### config.mk
export PLATFORM = sky130hd
export DESIGN_NAME = gray_step_monitor_flat
export DESIGN_NICKNAME = d
export VERILOG_FILES = /design/src/rtl/gray_step_pkg.sv /design/src/rtl/gray_step_monitor_if.sv /design/src/rtl/gray_to_bin3.sv /design/src/rtl/gray_step_monitor.sv /design/src/flat_wrapper.sv
export SDC_FILE = /design/constraint.sdc
export NUM_CORES = 1
export LEC_CHECK = 0
export ABC_AREA = 1
export CAP_MARGIN = 40
export CORE_AREA = 2 2 51 53
export CTS_BUF_LIST = sky130_fd_sc_hd__clkbuf_8
export CTS_CLUSTER_SIZE = 25
export DETAILED_ROUTE_END_ITERATION = 10
export DIE_AREA = 0 0 53 55
export DONT_BUFFER_PORTS = 1
export MAX_ROUTING_LAYER = met4
export PLACE_DENSITY = 0.71
export SLEW_MARGIN = 20
export SYNTH_ARGS = -nofsm -noshare
export SYNTH_HDL_FRONTEND = slang
export SYNTH_SLANG_ARGS = --single-unit
### constraint.sdc
create_clock -name CLK -period 3 [get_ports CLK]
set_input_delay 0 -clock CLK [delete_from_list [all_inputs] [get_ports CLK]]
set_output_delay 0 -clock CLK [all_outputs]
set_load 0.01 [all_outputs]
### src/rtl/gray_step_pkg.sv
// rtl/gray_step_pkg.sv - shared types, step constants and Gray decode for gray_step_monitor
package gray_step_pkg;

  typedef enum logic [1:0] {
    INIT  = 2'd0,
    TRACK = 2'd1,
    FAULT = 2'd2
  } state_t;

  localparam logic [2:0] DELTA_UP = 3'd1;
  localparam logic [2:0] DELTA_DN = 3'd7;

  function automatic logic [2:0] gray2bin(input logic [2:0] g);
    return {g[2], g[2] ^ g[1], g[2] ^ g[1] ^ g[0]};
  endfunction

endpackage

### src/rtl/gray_step_monitor_if.sv
// rtl/gray_step_monitor_if.sv - Gray input / step-report bundle between the FSM consumer and its user
interface gray_step_monitor_if #(
  parameter int W = 8
);

  logic [2:0]   G;
  logic         clr;
  logic [2:0]   BIN;
  logic         STEP;
  logic         DIR;
  logic [W-1:0] POS;
  logic         ERR;

  modport master (
    output G, clr,
    input  BIN, STEP, DIR, POS, ERR
  );

  modport slave (
    input  G, clr,
    output BIN, STEP, DIR, POS, ERR
  );

endinterface

### src/rtl/gray_to_bin3.sv
// rtl/gray_to_bin3.sv - combinational 3-bit Gray to binary converter
module gray_to_bin3
  import gray_step_pkg::*;
(
  input  logic [2:0] gray,
  output logic [2:0] bin
);

  assign bin = gray2bin(gray);

endmodule

### src/rtl/gray_step_monitor.sv
// rtl/gray_step_monitor.sv - registers a 3-bit Gray code, classifies each change and tracks net position
module gray_step_monitor
  import gray_step_pkg::*;
#(
  parameter int W       = 8,
  parameter int SEQ_LEN = 8
) (
  input  logic                CLK,
  input  logic                reset,
  gray_step_monitor_if.slave  bus
);

  localparam logic [2:0] SEQ_MASK = 3'(SEQ_LEN - 1);

  state_t       state, state_nxt;
  logic [2:0]   g_q;
  logic [2:0]   bin_now;
  logic [2:0]   bin_q;
  logic [2:0]   bin_prev, bin_prev_nxt;
  logic [2:0]   delta;
  logic [W-1:0] pos_q, pos_nxt;
  logic         step_q, step_nxt;
  logic         dir_q, dir_nxt;
  logic         err_q, err_nxt;

  gray_to_bin3 u_g2b (
    .gray (g_q),
    .bin  (bin_now)
  );

  // Modulo-8 distance from the last accepted position; 1 and 7 are the only legal moves.
  assign delta = (bin_now - bin_prev) & SEQ_MASK;

  always_ff @(posedge CLK) begin
    if (!reset) begin
      state    <= INIT;
      g_q      <= 3'd0;
      bin_q    <= 3'd0;
      bin_prev <= 3'd0;
      pos_q    <= '0;
      step_q   <= 1'b0;
      dir_q    <= 1'b1;
      err_q    <= 1'b0;
    end else begin
      state    <= state_nxt;
      g_q      <= bus.G;
      bin_q    <= bin_now;
      bin_prev <= bin_prev_nxt;
      pos_q    <= pos_nxt;
      step_q   <= step_nxt;
      dir_q    <= dir_nxt;
      err_q    <= err_nxt;
    end
  end

  always_comb begin
    state_nxt    = state;
    bin_prev_nxt = bin_prev;
    pos_nxt      = pos_q;
    dir_nxt      = dir_q;
    err_nxt      = err_q;
    step_nxt     = 1'b0;
    case (state)
      INIT: begin
        bin_prev_nxt = bin_now;
        state_nxt    = TRACK;
        if (bus.clr) pos_nxt = '0;
      end
      TRACK: begin
        if (delta == DELTA_UP || delta == DELTA_DN) begin
          // The reference point always advances so a coincident clr never loses a step.
          bin_prev_nxt = bin_now;
          dir_nxt      = (delta == DELTA_UP);
          if (bus.clr) begin
            pos_nxt = '0;
          end else begin
            step_nxt = 1'b1;
            pos_nxt  = (delta == DELTA_UP) ? pos_q + W'(1) : pos_q - W'(1);
          end
        end else if (delta != 3'd0) begin
          if (bus.clr) begin
            pos_nxt   = '0;
            state_nxt = INIT;
          end else begin
            err_nxt   = 1'b1;
            state_nxt = FAULT;
          end
        end else if (bus.clr) begin
          pos_nxt = '0;
        end
      end
      FAULT: begin
        if (bus.clr) begin
          err_nxt   = 1'b0;
          pos_nxt   = '0;
          state_nxt = INIT;
        end
      end
      default: state_nxt = INIT;
    endcase
  end

  assign bus.BIN  = bin_q;
  assign bus.STEP = step_q;
  assign bus.DIR  = dir_q;
  assign bus.POS  = pos_q;
  assign bus.ERR  = err_q;

endmodule

### src/flat_wrapper.sv
// flat-port wrapper written by rule: the top's interface ports become plain ports
module gray_step_monitor_flat import gray_step_pkg::*;
#(
  parameter int W       = 8,
  parameter int SEQ_LEN = 8
)
  (CLK, reset, bus_G, bus_clr, bus_BIN, bus_STEP, bus_DIR, bus_POS, bus_ERR);
  gray_step_monitor_if #(.W(W)) bus_i ();
  input  logic CLK;
  input  logic reset;
  input wire logic [$bits(bus_i.G)-1:0] bus_G;
  input wire logic [$bits(bus_i.clr)-1:0] bus_clr;
  output wire logic [$bits(bus_i.BIN)-1:0] bus_BIN;
  output wire logic [$bits(bus_i.STEP)-1:0] bus_STEP;
  output wire logic [$bits(bus_i.DIR)-1:0] bus_DIR;
  output wire logic [$bits(bus_i.POS)-1:0] bus_POS;
  output wire logic [$bits(bus_i.ERR)-1:0] bus_ERR;
  assign bus_i.G = bus_G;
  assign bus_i.clr = bus_clr;
  assign bus_BIN = bus_i.BIN;
  assign bus_STEP = bus_i.STEP;
  assign bus_DIR = bus_i.DIR;
  assign bus_POS = bus_i.POS;
  assign bus_ERR = bus_i.ERR;
  gray_step_monitor #(.W(W), .SEQ_LEN(SEQ_LEN)) u_core (.CLK(CLK), .reset(reset), .bus(bus_i));
endmodule
; ---- Word-level counts from Yosys, hierarchy flattened
; Cells that the tools add are included.
[totals]
regBits = 22
in_bits = 6
out_inout_bits = 14
word_cells = 52
[classes]
addsub = 3
n_eq_ne = 9
mux = 18
bitwise = 2
n_reduce_logical = 12
[ops]
columns = cell, n
row1 = 8-bit two-way mux, 4
row2 = 8-bit case mux with 2 select lines, 1
row3 = 8-bit by 1-bit adder with 8-bit output (second input constant), 1
row4 = 2-bit two-way mux, 4
row5 = 8-bit by 1-bit subtractor with 8-bit output (second input constant), 1
row6 = 2-bit != test (second input constant), 3
row7 = 2-bit case mux with 3 select lines, 1
row8 = 3-bit case mux with 2 select lines, 1
row9 = 3-bit AND reduction, 2
row10 = 2-bit nonzero test, 3
row11 = 1-bit two-way mux, 5
row12 = 5-bit AND reduction, 1
row13 = 2-bit by 1-bit != test with 1-bit output (second input constant), 2
row14 = 2-bit AND reduction, 2
row15 = 3-bit by 1-bit == test with 1-bit output (second input constant), 1
row16 = 3-bit == test (second input constant), 1
row17 = 3-bit two-way mux, 1
row18 = 3-bit nonzero test, 1
row19 = 3-bit subtractor, 1
row20 = 2-bit by 1-bit == test with 1-bit output (second input constant), 1
row21 = 2-bit == test (second input constant), 1
row22 = 2-bit logical NOT, 1
row23 = 1-bit case mux with 2 select lines, 1
row24 = 2-bit OR reduction, 1
row25 = other kinds (2), 3

; ---- Logic depth before layout (Yosys ltp)
; Gate-level depths: netlist of the first run.
[depth]
depth_word = 8
depth_mapped = 19
ltp_nobuf = 19

; ---- By module
; Synthesis of the first run repeated with hierarchy kept, for this count alone.
[unflattened]
cells_unflattened = 194
area_unflattened_um2 = 1423.9
[by_module_without_submodules]
columns = mod, n_inst, cells_per_inst, area_per_inst_um2, seq_area_each_um2
row1 = gray_step_monitor, 1, 182, 1372.6, 440.4
row2 = gray_to_bin3, 1, 12, 51.3, 0.0

; ---- Worst setup path before layout of the first run
; Ideal clock, no wire load.
[synth_path]
path_kind = register to register
startpoint = register u_core.g_q[2]
endpoint = register u_core.pos_q[4], in the netlist u_core.bus.POS[4]
setup_time_ns = 0.117
t_arrival_ns = 2.814
required_time_ns = 2.883
setup_slack_ns = 0.069
stages_incl_launch_ff = 13
path_buffers = 0
synth_period_minus_slack_ns = 2.931
path_cell_list = dfxtp_1 xnor2_1 xor2_1 ha_1 inv_1 fa_1 nor2_1 nand3_4 ha_1 a21o_1 a31oi_1 xor2_1 o21ai_2
[synth_between]
elab_chain_cells = 8
word_cells_on_any_way = 10
classes_between = 1 x add/sub / 2 x eq/ne / 4 x mux / 2 x bitwise / 1 x reduce/logical
[synth_lines]
columns = element, line_no
row1 = start: declaration, gray_step_monitor.sv:16  ; logic [2:0] g_q;
row2 = start signal: assignment, gray_step_monitor.sv:46  ; g_q <= bus.G;
row3 = 1-bit bitwise XOR (2 in series), gray_step_pkg.sv:14  ; return {g[2], g[2] ^ g[1], g[2] ^ g[1] ^ g[0]};
row4 = 3-bit subtractor (*), gray_step_monitor.sv:32  ; assign delta = (bin_now - bin_prev) & SEQ_MASK;
row5 = 3-bit by 1-bit == test with 1-bit output, "gray_step_monitor.sv:70, gray_step_monitor.sv:78"
row6 = 8-bit two-way mux, gray_step_monitor.sv:78  ; pos_nxt = (delta == DELTA_UP) ? pos_q + W'(1) : pos_q - W'(1);
row7 = 8-bit two-way mux, gray_step_monitor.sv:74  ; if (bus.clr) begin
row8 = 8-bit two-way mux (*), gray_step_monitor.sv:70  ; if (delta == DELTA_UP || delta == DELTA_DN) begin
row9 = 8-bit case mux with 2 select lines (*), gray_step_monitor.sv:63  ; case (state)
row10 = end signal: assignment, gray_step_monitor.sv:49  ; pos_q <= pos_nxt;
row11 = end: declaration, gray_step_monitor.sv:21  ; logic [W-1:0] pos_q, pos_nxt;
; Mark *: on every way between the ends. The rest lies on a longest branch, timed or not.
; A chain may end at the register's enable or synchronous reset.

; ---- Worst setup path in the final report of the first run
[layout_path]
startpoint = register u_core.g_q[2]
endpoint = register u_core.pos_q[7], in the netlist u_core.bus.POS[7]
; Same word-level chain as after synthesis.

==> results of run 1 <==
routing by layer:
layer	GRT usage [%]	share of wire (%)	up-vias
met4	11.54	2.1	0
met1	29.68	41	532
met5	-	0	-
li1	-	-	580
met3	4.301	10	7
met2	35.83	47	62
layout by cell type (no fill, tap or decap):
master         instances
nor2_2                 2
nand3_2                1
nand2_1               37
o21ai_2                3
a21o_1                 2
inv_1                 25
nand3_1               15
o22ai_1                2
ha_4                   5
nor2_8                 1
xor2_1                 3
a31oi_1                1
buf_4                  7
xnor2_1                3
nand2_2                5
a21oi_1                8
nor4_1                 1
dfxtp_1               21
o21ai_1                1
nor2_1                12
a21oi_2                1
nand2_4                4
nand3_4                3
nor2_4                 1
dlygate4sd3_1          5
fa_2                   2
nand4_1                2
dfxtp_2                1
o211ai_1               2
clkbuf_8               4
inv_2                  4
ha_1                   2
xnor2_2                1
kinds of logic (layout without fill, tap and decap cells):
family                   count (synthesis)  after routing  synth area share, %
AND/OR/NAND/NOR                         83             84                32.75
buffers and inverters                   30             45                8.817
flip-flops                              22             22                34.11
AO/OA/AOI/OAI                           20             20                9.689
adder cells (fa/ha/maj)                  9              9                9.884
XOR/XNOR                                 7              7                4.748
tightest hold or removal path, stage by stage:
cell and delay, ns:
dlygate4sd3_1 0.53, nand2_1 0.05, inv_1 0.04
per-stage QoR:
stage / hold WS (ns) / power (mW) / util, % / instance area [um2] / setup TNS [ns]
after floorplan: 0.09763 / 0.7533 / - / 1291 / 0
after global placement: 0.09460 / 0.8177 / 56.93 / 1346 / 0
after detailed placement: 0.09769 / 0.8341 / 56.93 / 1346 / -0.1458
after CTS: 0.3702 / 1.124 / 64.55 / 1526 / 0
after global routing: 0.3883 / 1.300 / 67.62 / 1599 / -0.03983
final: 0.3729 / 1.217 / 67.62 / 1599 / 0
final timing paths:
kind	startpoint	to	depth (start not counted)	slack, ns
setup / recovery	u_core.g_q[2]	u_core.bus.POS[7]	15	0.17
hold / removal	bus_G[1]	u_core.g_q[1]	3	0.37
setup reg to reg	u_core.g_q[2]	u_core.bus.POS[7]	15	0.17
hold reg to reg	u_core.bin_prev[1]	u_core.bin_prev[1]	2	0.47
registers in the layout, indices dropped and copies added (netlist names):
register and flops:
u_core.bus.STEP 1, u_core.bin_prev 3, u_core.g_q 3, u_core.state 2, u_core.bus.POS 8, u_core.bus.DIR 1
u_core.bus.ERR 1, u_core.bus.BIN 3
timing repair:
| action | 4_1_cts | 5_1_grt |
|---|---|---|
| gates resized for setup | 5 | 12 |
| setup buffers | 2 | 2 |
| gates cloned | 1 | 0 |
| pin swaps | 1 | 6 |
| endpoints found under the setup margin | 4 | 6 |
| endpoints found under the hold margin | 15 | 0 |
| hold buffers | 5 | 0 |
power by group:
part	total (mW)	switching [mW]	internal [mW]
clock	0.226	0.108	0.118
sequential	0.372	0.0449	0.327
combinational	0.619	0.360	0.259
cell type report:
cell class / instances / area [um2] / share of cell area [%]
flip-flops and latches: 22 / 441.7 / 27.62
repair buffers: 12 / 102.6 / 6.416
multi-input cells: 120 / 853.3 / 53.36
well taps: 30 / 37.54 / 2.347
inverters: 29 / 108.9 / 6.808
clock buffers: 4 / 55.05 / 3.443
==> out/qor.csv, run 1 <==
stage,metric,value,unit
power_and_ir_drop,VDD IR max,0.3965,mV
logic_synthesis,"Avg Cell Area, Syn",7.551,um2
logic_synthesis,Post-synth EDFFs,0,
timing,fin crit share,94.35,%
logic_synthesis,top-count cell post-synth,nand2_1,
timing,RSZ-0062 raised after global routing,yes,
detailed_routing,Vias,1181,
logic_synthesis,synthesized instance count,171,
setup_path,CP required,3.18,ns
timing,Fin Clk Skew,0.004578,ns
setup_path,cell mode on critical path,nand3_1,
floorplanning,die height,55,um
grt,vias in the first global route,1024,
clocking,CTS tree,built,
floorplanning,starting density of the core,54.60,%
final_layout,number of fill cells,187,
logic_synthesis,"FFs w/ async S/R, synth",0,%
setup_path,Worst Path Max Fanout,5,
logic_synthesis,syn nets,186,
floorplanning,I/O Pins,20,
timing,final hold vios,0,
clocking,clk_lat worst skew,0.28,ns
floorplanning,area of the die,0.002915,mm2
setup_path,"Buf+Inv Stages, Crit Path",1,
setup_path,largest stage delay on the critical path,0.45,ns
detailed_routing,Antenna Violating Nets Remaining,0,
grt,largest net degree at the start of global routing,13,
place,RD Place Congestion,0.8308,
logic_synthesis,most frequent cells after synthesis,"39 x nand2_1, 25 x inv_1, 22 x dfxtp_1",
timing,Finish-stage setup viols,0,
power_and_ir_drop,Lkg Pwr,0.7635,nW
detailed_routing,drt total wl,3118,um
clocking,CTS H-tree depth,1,
final_layout,fin cells,217,
setup_path,type of destination of the critical path,register,
setup_path,slowest CP cell,fa_2,
detailed_routing,Initial DRT Pass Iterations,4,
logic_synthesis,area share of the largest cell type after synthesis,34.11,%
clocking,CTS root buffer,clkbuf_8,
place,worst slack at placement,-0.08295,ns
setup_path,cell chain of the critical path,"xnor2_2, xor2_1, ha_1, inv_1, fa_2, nor2_4, nand3_4, ha_4, nand3_1, nand2_2, nand2_1, o211ai_1, nand3_1, nand3_1, nand2_1",
grt,initial antenna violation count,0,
timing,Tmin final,2.830,ns
detailed_routing,vias per cell,5.442,
grt,grt total ovfl,0,
timing,Slew Limit Fails,0,
job,maxcap violations,0,
clocking,clock-pin slew on the worst setup and hold paths,0.08,ns
final_layout,Total Nets Final,203,
floorplanning,Die Wd,53,um
clocking,CTS Buffer Depth,2,
place,DP Cell Count,203,
final_layout,antenna diode count,0,
detailed_routing,WL/cell,14.37,um
floorplanning,Core ar.,0.002365,mm2
hold_path,Hold Crit Class,primary input to register,
place,post-DP HPWL,1969,um
timing,slew at the pin closest to its max-slew limit,0.3713,ns
place,Port Buffers,0,
logic_synthesis,Synth area leader,dfxtp_1,
grt,overall global routing resource usage,23.33,%
logic_synthesis,Synth Cell Area,0.001291,mm2
logic_synthesis,"Top FF cell, synth",dfxtp_1,
setup_path,CP Launch Type,register,
logic_synthesis,#FFs+latches synth,22,
timing,Slew headroom,75.02,%
detailed_routing,Remaining DRCs,0,
clocking,Clock Sinks,22,
setup_path,Critical Path AT,3.01,ns
logic_synthesis,top post-synthesis cells by area,"dfxtp_1 34%, nand2_1 11%, inv_1 7.3%",
timing,final setup margin,0.1695,ns
final_layout,synthesis-to-finish area growth,23.84,%
setup_path,"delay-heaviest family, CP",adder cells,
setup_path,type of the worst setup path,register to register,
detailed_routing,Iter 0 DRT Violations,45,
logic_synthesis,register area share after synthesis,34.11,%
logic_synthesis,Ys Warns,0,
final_layout,share of cells above drive strength 1,24.06,%
logic_synthesis,post-synth cell types,26,
grt,first-pass GRT wire length,4698,um
timing,fmax,0.3533,GHz
status,status,completed,
power_and_ir_drop,pwr dens,761.2,mW/mm2
floorplanning,num rows,18,
clocking,Inserted Clock Buffers,3,
Power figures use the tool's default switching activity.
==> run 2, diff against run 1 <==
--- a/config.mk
+++ b/config.mk
@@ -15,6 +15,7 @@
 export DONT_BUFFER_PORTS = 1
 export MAX_ROUTING_LAYER = met4
 export PLACE_DENSITY = 0.71
+export REMOVE_ABC_BUFFERS = 1
 export SLEW_MARGIN = 20
 export SYNTH_ARGS = -nofsm -noshare
 export SYNTH_HDL_FRONTEND = slang
==> out/qor.csv, run 2 (same netlist as run 1, synthesis figures left out) <==
stage,metric,value,unit,change
setup_path,type of the worst setup path,register to register,,
final_layout,final core utilization,70.00,%,+2.4 points
timing,final hold vios,0,,unchanged
timing,fmax,0.3342,GHz,-5.4%
final_layout,"commonest non-fill, non-tap cell in the layout",nand2_1,,
hold_path,Hold Crit Class,primary input to register,,
grt,initial antenna violation count,0,,unchanged
floorplanning,die height,55,um,unchanged
place,DP Cell Count,205,,+0.99%
detailed_routing,Vias,1163,,-1.5%
job,maxcap violations,0,,unchanged
final_layout,antenna diode count,0,,unchanged
power_and_ir_drop,part of the power in registers,28.4,%,-2.2 points
grt,largest net degree at the start of global routing,14,,+1
timing,Slew Limit Fails,0,,unchanged
status,status,completed,,
timing,fin crit share,99.75,%,+5.4 points
floorplanning,Core ar.,0.002365,mm2,unchanged
power_and_ir_drop,Lkg Pwr,0.8141,nW,+6.6%
timing,Finish-stage setup viols,0,,unchanged
floorplanning,area of the die,0.002915,mm2,unchanged
grt,first-pass GRT wire length,4567,um,-2.8%
power_and_ir_drop,Net Sw Frac,39.01,%,-3.2 points
clocking,Inserted Clock Buffers,3,,unchanged
power_and_ir_drop,pwr dens,788.1,mW/mm2,+3.5%
power_and_ir_drop,Clock power frac,21.6,%,+3.1 points
detailed_routing,Remaining DRCs,0,,unchanged
setup_path,CP required,3.16,ns,-0.02 ns
place,RD Place Congestion,0.7786,,-6.3%
timing,slew at the pin closest to its max-slew limit,0.3609,ns,-0.01038 ns
floorplanning,Die Wd,53,um,unchanged
timing,TNS Setup,0,ns,unchanged
final_layout,fin cells,222,,+2.3%
place,post-DP HPWL,1996,um,+1.4%
final_layout,design area,0.001655,mm2,+3.5%
clocking,Clock Sinks,22,,unchanged
timing,RSZ-0062 raised after global routing,yes,,
place,Placed Area,0.001361,mm2,+1.1%
detailed_routing,Initial DRT Pass Iterations,4,,unchanged
final_layout,"commonest cells after routing, fill and taps aside","37 x nand2_1, 22 x inv_1, 20 x dfxtp_1, 15 x nand3_1, 12 x nor2_1",,
floorplanning,I/O Pins,20,,unchanged
grt,vias in the first global route,1106,,+8.0%
setup_path,Critical Path AT,3.15,ns,+0.14 ns
power_and_ir_drop,VDD IR max,0.5055,mV,+27%
setup_path,Worst Path Max Fanout,8,,+3
grt,grt total ovfl,0,,unchanged
clocking,clock-pin slew on the worst setup and hold paths,0.09,ns,about the same
setup_path,type of destination of the critical path,register,,
power_and_ir_drop,Comb pwr share,50.0,%,-0.9 points
clocking,CTS root buffer,clkbuf_8,,
clocking,clk_lat worst skew,0.26,ns,-0.02 ns
detailed_routing,Antenna Violating Nets Remaining,0,,unchanged
detailed_routing,vias per cell,5.239,,-3.7%
floorplanning,num rows,18,,unchanged
floorplanning,starting density of the core,54.60,%,unchanged
detailed_routing,WL/cell,13.87,um,-3.4%
clocking,CTS H-tree depth,1,,unchanged
place,Port Buffers,0,,unchanged
setup_path,CP Launch Type,register,,
power_and_ir_drop,internal power,795.6,uW,+13%
timing,Fin Clk Skew,0.002978,ns,-0.001600 ns
clocking,CTS tree,built,,
detailed_routing,drt total wl,3080,um,-1.2%
final_layout,synthesis-to-finish area growth,28.20,%,
timing,Slew headroom,75.72,%,+0.70 points
final_layout,Total Nets Final,208,,+2.5%
final_layout,Largest register FFs,8,,unchanged
final_layout,share of cells above drive strength 1,28.13,%,+4.1 points
final_layout,number of fill cells,189,,+1.1%
grt,overall global routing resource usage,22.01,%,-1.3 points
timing,Tmin final,2.993,ns,+0.1621 ns
power_and_ir_drop,P_sw,509.0,uW,-0.86%
clocking,CTS Buffer Depth,2,,unchanged
detailed_routing,Iter 0 DRT Violations,30,,-33%
run 2: cell types whose count changed in the layout (fill, tap and decap cells not counted), sizes merged:
cell | previous run | this run
buf | 7 | 13
nand3 | 19 | 18
clkbuf | 4 | 3
bufinv | 0 | 1
run 2: metal layers:
metal	part of all wire, %	track usage, %	vias to the layer above
met1	44	27.15	557
met2	52	36.46	16
met5	0	-	-
met4	0.26	6.410	0
li1	-	-	588
met3	3.4	4.839	2
run 2: power groups by stage:
stage / registers, mW / clock network, mW / logic, mW
floorplan: 0.367 / 0 / 0.385
global placement: 0.373 / 0 / 0.468
detailed placement: 0.375 / 0 / 0.477
CTS: 0.369 / 0.282 / 0.525
global route: 0.376 / 0.293 / 0.715
finish: 0.371 / 0.281 / 0.652
run 2: path summary, 6_finish.rpt:
path | startpoint | to | slack [ns] | cells after the start
max | u_core.g_q[1] | u_core.bus.POS[4] | 0.007 | 14
min | bus_G[1] | u_core.g_q[1] | 0.37 | 3
max reg2reg | u_core.g_q[1] | u_core.bus.POS[4] | 0.007 | 14
min reg2reg | u_core.bin_prev[1] | u_core.bin_prev[1] | 0.47 | 2
run 2: metrics by stage:
stage	total power, mW	setup slack (ns)	hold slack (ns)
after global placement	0.8411	0.02531	0.09806
after detailed placement	0.8515	0.008434	0.1036
after CTS	1.176	0.02669	0.3741
after global routing	1.384	-0.1085	0.3827
final	1.305	0.007393	0.3701
after floorplan	0.7518	0.06862	0.09345
run 2: final cells by class:
class	count	area [um2]	area share, %
clock inverters	1	30.03	1.814
clock buffers	3	41.29	2.494
flip-flops and latches	22	442.9	26.76
inverters	29	108.9	6.576
well taps	30	37.54	2.268
multi-input cells	119	830.8	50.19
repair buffers	18	163.9	9.902
run 2: timing repair:
| action | 4_1_cts | 5_1_grt |
|---|---|---|
| endpoints found under the setup margin | 1 | 6 |
| hold buffers | 5 | 0 |
| setup buffers | 2 | 6 |
| gates cloned | 0 | 0 |
| hold endpoints to repair | 16 | 0 |
| resized for setup | 2 | 20 |
| pin swaps | 1 | 14 |
run 2: worst max-delay path, cell delays in order, from the launching register on:
cell	delay, ns
dfxtp_2	0.34
xnor2_2	0.20
xor2_1	0.23
ha_2	0.21
inv_2	0.04
fa_2	0.41
inv_2	0.10
nand2_4	0.06
nand3_4	0.07
nand3_4	0.17
ha_1	0.37
a21o_1	0.20
a31oi_1	0.17
xor2_1	0.23
o21ai_2	0.08
==> run 3, diff against run 2 <==
--- a/config.mk
+++ b/config.mk
@@ -14,7 +14,7 @@
 export DIE_AREA = 0 0 53 55
 export DONT_BUFFER_PORTS = 1
 export MAX_ROUTING_LAYER = met4
-export PLACE_DENSITY = 0.71
+export PLACE_DENSITY = 0.72
 export REMOVE_ABC_BUFFERS = 1
 export SLEW_MARGIN = 20
 export SYNTH_ARGS = -nofsm -noshare
==> out/qor.csv, run 3 (same netlist as run 1, synthesis figures left out) <==
stage,metric,value,unit,change
timing,Slew Limit Fails,0,,unchanged
job,maxcap violations,0,,unchanged
place,post-DP HPWL,2079,um,+4.2%
final_layout,"commonest non-fill, non-tap cell in the layout",nand2_1,,
timing,RSZ-0062 raised after global routing,yes,,
final_layout,Total Nets Final,202,,-2.9%
final_layout,share of cells above drive strength 1,22.04,%,-6.1 points
setup_path,"delay-heaviest family, CP",simple AND/OR/NAND/NOR gates,,
setup_path,CP Launch Type,register,,
timing,final hold vios,0,,unchanged
setup_path,cell mode on critical path,nand2_1,,
detailed_routing,Remaining DRCs,0,,unchanged
final_layout,FF+latch area,441.7,um2,-0.28%
grt,grt total ovfl,0,,unchanged
detailed_routing,Vias,1152,,-0.95%
setup_path,CP required,3.17,ns,about the same
floorplanning,Core ar.,0.002365,mm2,unchanged
final_layout,Largest register FFs,8,,unchanged
place,Port Buffers,0,,unchanged
status,status,completed,,
power_and_ir_drop,Lkg Pwr,0.7629,nW,-6.3%
detailed_routing,WL/cell,14.44,um,+4.1%
final_layout,"commonest cells after routing, fill and taps aside","39 x nand2_1, 25 x inv_1, 21 x dfxtp_1, 15 x nand3_1, 12 x nor2_1",,
timing,slew at the pin closest to its max-slew limit,0.3802,ns,+0.01928 ns
detailed_routing,vias per cell,5.333,,+1.8%
floorplanning,starting density of the core,54.60,%,unchanged
detailed_routing,Initial DRT Pass Iterations,4,,unchanged
final_layout,number of fill cells,204,,+7.9%
hold_path,Hold Crit Class,primary input to register,,
timing,fin crit share,99.03,%,-0.72 points
timing,WHS,0.3657,ns,-0.004428 ns
clocking,CTS root buffer,clkbuf_8,,
final_layout,synthesis-to-finish area growth,22.29,%,
clocking,Inserted Clock Buffers,3,,unchanged
timing,Fin Clk Skew,0.001681,ns,-0.001297 ns
power_and_ir_drop,pwr dens,783.1,mW/mm2,-0.63%
timing,fmax,0.3366,GHz,+0.73%
clocking,clock-pin slew on the worst setup and hold paths,0.08,ns,about the same
setup_path,Critical Path AT,3.14,ns,about the same
timing,Tmin final,2.971,ns,-0.02160 ns
setup_path,largest stage delay on the critical path,0.44,ns,+0.03 ns
place,RD Place Congestion,0.8394,,+7.8%
floorplanning,num rows,18,,unchanged
setup_path,cell chain of the critical path,"xnor2_2, xor2_1, ha_1, inv_1, fa_2, nor2_2, nand3_2, ha_4, nand2_1, nor2_1, nand2_1, o211ai_1, nand3_1, nand3_1, nand2_1",,
grt,first-pass GRT wire length,4491,um,-1.7%
power_and_ir_drop,VDD IR max,0.4943,mV,-2.2%
timing,Slew headroom,74.42,%,-1.3 points
grt,overall global routing resource usage,22.36,%,+0.35 points
final_layout,fin cells,216,,-2.7%
place,DP Cell Count,205,,unchanged
timing,TNS Setup,0,ns,unchanged
final_layout,multi-input logic area,824.5,um2,-0.75%
grt,initial antenna violation count,0,,unchanged
clocking,CTS tree,built,,
timing,Finish-stage setup viols,0,,unchanged
final_layout,final core utilization,66.77,%,-3.2 points
floorplanning,area of the die,0.002915,mm2,unchanged
power_and_ir_drop,Pwr Total,1.237,mW,-5.2%
setup_path,"Buf+Inv Stages, Crit Path",1,,-1
setup_path,Worst Path Max Fanout,4,,-4
detailed_routing,Iter 0 DRT Violations,23,,-23%
detailed_routing,drt total wl,3120,um,+1.3%
setup_path,slowest CP cell,fa_2,,
clocking,CTS H-tree depth,1,,unchanged
floorplanning,die height,55,um,unchanged
floorplanning,I/O Pins,20,,unchanged
setup_path,type of the worst setup path,register to register,,
final_layout,antenna diode count,0,,unchanged
clocking,Clock Sinks,22,,unchanged
grt,largest net degree at the start of global routing,14,,unchanged
clocking,CTS Buffer Depth,2,,unchanged
detailed_routing,Antenna Violating Nets Remaining,0,,unchanged
floorplanning,Die Wd,53,um,unchanged
grt,vias in the first global route,1094,,-1.1%
clocking,clk_lat worst skew,0.27,ns,about the same
setup_path,type of destination of the critical path,register,,
==> run 3: cell count changes in the layout (fill, tap and decap cells not counted), sizes merged <==
| cell | before | now |
|---|---|---|
| buf | 13 | 6 |
| nand3 | 18 | 19 |
==> run 3: what timing repair did <==
item | in CTS | in global routing
hold endpoints to repair | 16 | 0
resized for setup | 1 | 11
pin swaps | 0 | 2
setup endpoints to repair | 1 | 5
hold buffers | 5 | 0
gates cloned | 0 | 1
setup buffers | 0 | 1
==> run 3: metrics by stage <==
| step | setup slack (ns) | area [um2] |
|---|---|---|
| finish | 0.02899 | 1579 |
| global route | -0.1082 | 1579 |
| CTS | 0.01582 | 1485 |
| detailed placement | -0.009161 | 1361 |
| global placement | 0.1451 | 1361 |
| floorplan | 0.06862 | 1286 |
==> run 3: cell type report <==
cell class              instances  share of cell area (%)
clock buffers                   3                   2.615
clock inverters                 1                   1.902
inverters                      29                   6.894
multi-input cells             120                   52.22
flip-flops and latches         22                   27.97
well taps                      30                   2.377
repair buffers                 11                   6.022
==> run 3: worst register-to-register path, stage by stage, from the launching register on <==
cell      delay, ns
dfxtp_1        0.33
xnor2_2        0.20
xor2_1         0.20
ha_1           0.17
inv_1          0.05
fa_2           0.44
nor2_2         0.25
nand3_2        0.20
ha_4           0.35
nand2_1        0.09
nor2_1         0.11
nand2_1        0.07
o211ai_1       0.15
nand3_1        0.12
nand3_1        0.10
nand2_1        0.05
==> run 3: worst paths after layout <==
check                startpoint  depth (start not counted)  slack (ns)                  to
min                    bus_G[0]                          3        0.37       u_core.g_q[0]
min reg2reg  u_core.bin_prev[1]                          2        0.48  u_core.bin_prev[1]
max               u_core.g_q[1]                         15        0.03   u_core.bus.POS[7]
max reg2reg       u_core.g_q[1]                         15        0.03   u_core.bus.POS[7]
==> run 3: layer usage <==
metal / vias to the layer above / track usage [%] / wire, um
met3: 5 / 4.032 / 187
li1: 577 / - / -
met2: 37 / 38.13 / 1596
met1: 533 / 25.50 / 1301
met5: - / - / 0
met4: 0 / 11.11 / 34
==> run 3: power breakdown <==
part           switching, mW  leakage (nW)  total [mW]  internal (mW)
registers             0.0440         0.180       0.371          0.327
clock network          0.103        0.0357       0.282          0.178
logic                  0.347         0.547       0.584          0.237
